File: src/rtl/fetch_stage.sv
// fetch_stage: MIPS IF stage owning the PC, driving imem and loading the IF/ID register
module fetch_stage #(
   parameter logic [31:0] RESET_PC  = 32'h0000_0000,
   parameter logic [31:0] HALT_PC   = 32'h0000_00FC,
   parameter logic [31:0] NOP_INSTR = 32'h0000_0000
) (
   input  logic        clk,
   input  logic        reset_n,
   input  logic        stall,
   input  logic        redirect,
   input  logic [31:0] redirect_pc,
   output logic [31:0] imem_addr,
   input  logic [31:0] imem_instr,
   output logic [31:0] if_id_instr,
   output logic [31:0] if_id_pc4,
   output logic        if_id_valid,
   output logic        halted,
   output logic [31:0] fetch_count
);
   typedef enum logic [1:0] {BOOT, RUN, HALT} state_t;
   state_t      state_q, state_d;
   logic [31:0] pc_q, pc_d, instr_q, instr_d, pc4_q, pc4_d, count_q, count_d;
   logic        valid_q, valid_d, halted_q, halted_d;
   logic [31:0] pc_plus4;
   assign pc_plus4    = pc_q + 32'd4;
   assign imem_addr   = pc_q;
   assign if_id_instr = instr_q;
   assign if_id_pc4   = pc4_q;
   assign if_id_valid = valid_q;
   assign halted      = halted_q;
   assign fetch_count = count_q;
   // next-state: redirect beats stall beats halt check beats sequential fetch; BOOT and HALT only bubble
   always_comb begin
      state_d  = state_q;
      pc_d     = pc_q;
      instr_d  = instr_q;
      pc4_d    = pc4_q;
      valid_d  = valid_q;
      halted_d = halted_q;
      count_d  = count_q;
      if (state_q != RUN) begin
         instr_d = NOP_INSTR;
         pc4_d   = '0;
         valid_d = 1'b0;
         state_d = (state_q == BOOT) ? RUN : HALT;
      end else if (redirect) begin
         pc_d    = {redirect_pc[31:2], 2'b00};
         instr_d = NOP_INSTR;
         pc4_d   = '0;
         valid_d = 1'b0;
      end else if (stall) begin
         pc_d = pc_q;
      end else if (pc_q == HALT_PC) begin
         instr_d  = NOP_INSTR;
         pc4_d    = '0;
         valid_d  = 1'b0;
         halted_d = 1'b1;
         state_d  = HALT;
      end else begin
         instr_d = imem_instr;
         pc4_d   = pc_plus4;
         valid_d = 1'b1;
         pc_d    = pc_plus4;
         count_d = count_q + 32'd1;
      end
   end
   // state, PC and IF/ID registers with asynchronous reset
   always_ff @(posedge clk or negedge reset_n) begin
      if (!reset_n) begin
         state_q  <= BOOT;
         pc_q     <= {RESET_PC[31:2], 2'b00};
         instr_q  <= NOP_INSTR;
         pc4_q    <= '0;
         valid_q  <= 1'b0;
         halted_q <= 1'b0;
         count_q  <= '0;
      end else begin
         state_q  <= state_d;
         pc_q     <= pc_d;
         instr_q  <= instr_d;
         pc4_q    <= pc4_d;
         valid_q  <= valid_d;
         halted_q <= halted_d;
         count_q  <= count_d;
      end
   end
endmodule
File: config.mk
export PLATFORM = sky130hd
export DESIGN_NAME = fetch_stage
export DESIGN_NICKNAME = d
export VERILOG_FILES = /design/src/rtl/fetch_stage.sv
export SDC_FILE = /design/constraint.sdc
export NUM_CORES = 1
export LEC_CHECK = 0
export CAP_MARGIN = 20
export CORE_MARGIN = 2
export CORE_UTILIZATION = 51
export DETAILED_ROUTE_END_ITERATION = 8
export PLACE_DENSITY = 0.95
export SLEW_MARGIN = 20
export SYNTH_ARGS = -nofsm -noshare
export SYNTH_HDL_FRONTEND = slang
export SYNTH_SLANG_ARGS = --single-unit
File: constraint.sdc
create_clock -name clk -period 5.8 [get_ports clk]
set_clock_uncertainty 0.15 [all_clocks]
set_input_delay 1.45 -clock clk [delete_from_list [all_inputs] [get_ports clk]]
set_output_delay 1.45 -clock clk [all_outputs]
set_load 0.03 [all_outputs]
==> flow_summary.rst <==
.. list-table::
   :header-rows: 1

   * - Metric
     - Value
   * - Count of cells resized by post-cts repair
     - 0
   * - Static power due to leakage
     - 3.69 nW
   * - Clock power share
     - 40.8%
   * - Worst slack on hold paths
     - 0.326 ns
   * - Die area
     - 0.0133 sq mm
   * - Endpoint class of the critical path
     - register
   * - DR vias
     - 5,982
   * - Area occupied by multi-input gates
     - 0.00285 sq mm
   * - Most used standard cells in the synthesized netlist
     - sky130_fd_sc_hd__dfrtp_1 (129), sky130_fd_sc_hd__nand2_1 (68), sky130_fd_sc_hd__xnor2_1 (37), sky130_fd_sc_hd__o21ai_0 (36), sky130_fd_sc_hd__nor2_1 (33)
   * - Register Area
     - 0.00323 sq mm
   * - Antenna diodes
     - 0
   * - Max Fclk
     - 265 MHz
   * - Count of flip-flops with a built-in enable after synthesis
     - 0
   * - Setup tns final
     - 0 ns
   * - Worst-case setup slack after placement
     - 1.70 ns
   * - Antenna violations before repair
     - 0
   * - Worst Max-Slew Pin Slew
     - 0.842 ns
   * - Number of CTS-inserted buffers
     - 17
   * - Count of maximum capacitance violations
     - 0
   * - Number of warning messages in the yosys log
     - 0
   * - Post-route worst setup slack
     - 2.02 ns
   * - Clock-pin slew of the registers on the worst-case setup and hold paths
     - 0.06 ns
   * - Die span in x
     - 115 um
   * - Number of sinks driven by the clock tree
     - 129
   * - Most used DFF post-synth
     - sky130_fd_sc_hd__dfrtp_1
   * - Share of synthesized area occupied by flip-flops and latches
     - 51.0%
   * - Area contributors post-synth
     - sky130_fd_sc_hd__dfrtp_1 (51%), sky130_fd_sc_hd__xnor2_1 (5.1%), sky130_fd_sc_hd__a22o_1 (4.4%)
   * - Number of primary I/O pins
     - 198
   * - Share of post-route cells with drive strength above 1
     - 6.79%
   * - Cell internal power dissipation
     - 1.90 mW
   * - Maximum clock path buffer count
     - 2
   * - Area fraction of the dominant cell type after synthesis
     - 51.0%
   * - Sw Ratio
     - 30.0%
   * - Pin count of the biggest net entering global routing
     - 58
   * - Aggregate global-route resource usage
     - 29.7%
   * - GP Congestion
     - 0.904
   * - Final net count
     - 882
   * - Post-layout util
     - 74.2%
   * - Sum of routed wire length over all layers
     - 19,200 um
   * - Max transition margin
     - 43.7%
   * - Pwr dens
     - 303 mW/mm^2
   * - Half-perimeter wire length of the detailed placement result
     - 12,900 um
   * - Register bit count reported by yosys
     - 129
   * - Most numerous cell in the Yosys netlist
     - sky130_fd_sc_hd__dfrtp_1
   * - Root cell of the clock tree
     - sky130_fd_sc_hd__clkbuf_16
   * - Post-detailed-route wirelength per cell
     - 19.3 um
   * - Via count of the first global-routing pass
     - 5,922
   * - # hold bufs at CTS
     - 0
   * - Signed area change from the synthesized netlist to the final layout
     - 41.5%
   * - Floorplan core area
     - 0.0121 sq mm
   * - Combinational fraction of design power
     - 20.0%
   * - Global-route wire length before repair
     - 30,700 um
   * - Die Height
     - 115 um
   * - Count of endpoints failing hold in the final timing report
     - 0
   * - Via-to-Cell Ratio
     - 6.02
   * - Insertion delay to the later sink of the worst-skew pair
     - 0.42 ns
   * - Fill cells
     - 812
   * - Setup repair after global routing missed its margin
     - no
   * - Required arrival time at the worst endpoint
     - 6.00 ns
   * - Cell accounting for the most synthesized area
     - sky130_fd_sc_hd__dfrtp_1
   * - Antenna-violating nets left
     - 0
   * - Max-slew violation total from the final report
     - 0
   * - Row count
     - 40
   * - Instance count of the mapped netlist
     - 638
   * - CTS H-tree lvls
     - 4
   * - Crit-path max FO
     - 29
   * - Power share of the sequential group
     - 39.2%
   * - Shortest clock period the worst path allows after layout
     - 3.78 ns
   * - Congestion Overflow GR
     - 0
   * - Power spent charging and discharging nets
     - 0.814 mW
   * - Port buffer count
     - 193
   * - Run status
     - finished clean
   * - Ratio of final minimum period to clock period
     - 65.2%
   * - Number of DRC markers after the initial detailed-route iteration
     - 665
   * - Post-synth design cell area
     - 0.00633 sq mm
   * - Path type of the worst min-delay path
     - register to register
   * - Startpoint Class
     - primary input
   * - Async set-or-reset flop fraction in the synthesized netlist
     - 100%
   * - Worst vdd rail ir drop
     - 0.142 mV
   * - Post-CTS Repair Setup Buffers
     - 0
   * - DRC viols
     - 0
   * - Distinct cell type count of the synthesized netlist
     - 60
   * - Critical Path AT
     - 3.98 ns
   * - Mean Syn Cell Area
     - 9.92 sq um
   * - Number of optimization iterations in the first detailed-route pass
     - 5
   * - Setup CP Type
     - primary input to register
   * - Starting utilization of the core area
     - 52.5%
   * - Clock tree from TritonCTS
     - built
   * - Final setup viols
     - 0
## stage by stage
stage          instance area [sq um]  cells  power, mW
6_report                        8950    993       2.71
3_3_place_gp                    8330    960       1.60
3_5_place_dp                    8330    960       1.61
2_1_floorplan                   6330    639       1.35
5_1_grt                         8950    993       2.81
4_1_cts                         8950    992       2.72
## path summary, 6_finish.rpt
path / from / end / slack, ns / cells after the start
worst max-delay path: stall / if_id_instr[9] / 2.02 / 7
worst min-delay path: if_id_valid / if_id_valid / 0.33 / 2
worst max register to register: state_q[0] / if_id_instr[9] / 2.93 / 6
worst min register to register: if_id_valid / if_id_valid / 0.33 / 2
max in group asynchronous: reset_n / if_id_pc4[26] / 3.54 / 2
min in group asynchronous: reset_n / fetch_count[6] / 0.84 / 1
## metal layers
layer | GRT usage [%] | up-vias | part of all wire, %
met2 | 46.4 | 405 | 47
met1 | 38.2 | 2802 | 39
met5 | 0 | - | 0
met3 | 8.80 | 69 | 11
li1 | - | 2706 | -
met4 | 14.1 | 0 | 3.7
## state kept, by name (all words and copies together) (netlist names)
name and flops:
fetch_count 32, imem_addr 30, if_id_instr 32, if_id_valid 1, halted 1, if_id_pc4 31
state_q 2
## power groups by stage
stage	registers (mW)	logic (mW)	clock network [mW]
after global routing	1.07	0.576	1.16
final	1.06	0.541	1.11
after CTS	1.06	0.541	1.11
after global placement	1.07	0.529	0
after detailed placement	1.07	0.538	0
after floorplan	1.18	0.172	0
## cell families after synthesis
family                     Yosys count  synth area share [%]
xor gates and xnor gates            59                  8.17
and+or+nand+nor                    234                  19.4
adders and majority gates            2                 0.395
buffers and inverters               61                  4.43
AOI/OAI and AO/OA                  152                  16.6
other                                1                0.0593
DFF                                129                  51.0
## layout make-up
cell class | instances | share of cell area [%]
inverter | 10 | 0.419
timing repair buffer | 205 | 22.6
multi-input combinational | 449 | 31.8
tap | 168 | 2.35
clock inverter | 12 | 1.76
sequential | 129 | 36.0
clock buffer | 20 | 5.10
## worst max-delay path, cell delays in order
cell and delay (ns):
sky130_fd_sc_hd__clkdlybuf4s50_1 0.40, sky130_fd_sc_hd__buf_4 0.23, sky130_fd_sc_hd__nor2_1 0.45, sky130_fd_sc_hd__nand2_1 0.27, sky130_fd_sc_hd__a21oi_4 0.56, sky130_fd_sc_hd__buf_4 0.41
sky130_fd_sc_hd__a22o_1 0.19
## cell usage in the layout, fill, tap and decap left out, types with 3 or more instances in the layout
cell type / synthesis / layout
sky130_fd_sc_hd__a211oi_1: 8 / 8
sky130_fd_sc_hd__a21oi_1: 23 / 22
sky130_fd_sc_hd__a22o_1: 32 / 32
sky130_fd_sc_hd__a22oi_1: 3 / 3
sky130_fd_sc_hd__a311oi_1: 12 / 12
sky130_fd_sc_hd__a31oi_1: 3 / 3
sky130_fd_sc_hd__and2_1: 4 / 4
sky130_fd_sc_hd__and3_1: 10 / 10
sky130_fd_sc_hd__and4_1: 6 / 6
sky130_fd_sc_hd__buf_4: 5 / 13
sky130_fd_sc_hd__bufinv_16: 0 / 3
sky130_fd_sc_hd__clkbuf_16: 0 / 17
sky130_fd_sc_hd__clkdlybuf4s50_1: 0 / 192
sky130_fd_sc_hd__clkinv_4: 0 / 3
sky130_fd_sc_hd__clkinvlp_4: 0 / 3
sky130_fd_sc_hd__dfrtp_1: 129 / 129
sky130_fd_sc_hd__inv_1: 9 / 9
sky130_fd_sc_hd__nand2_1: 68 / 68
sky130_fd_sc_hd__nand3_1: 25 / 25
sky130_fd_sc_hd__nand4_1: 17 / 17
sky130_fd_sc_hd__nor2_1: 33 / 32
sky130_fd_sc_hd__nor3_1: 20 / 20
sky130_fd_sc_hd__nor4_1: 26 / 26
sky130_fd_sc_hd__o21ai_0: 36 / 36
sky130_fd_sc_hd__o22ai_1: 10 / 10
sky130_fd_sc_hd__o31ai_1: 5 / 5
sky130_fd_sc_hd__o32ai_1: 3 / 3
sky130_fd_sc_hd__or3_1: 8 / 8
sky130_fd_sc_hd__xnor2_1: 37 / 37
sky130_fd_sc_hd__xor2_1: 22 / 22
(Power assumes the default switching activity.)
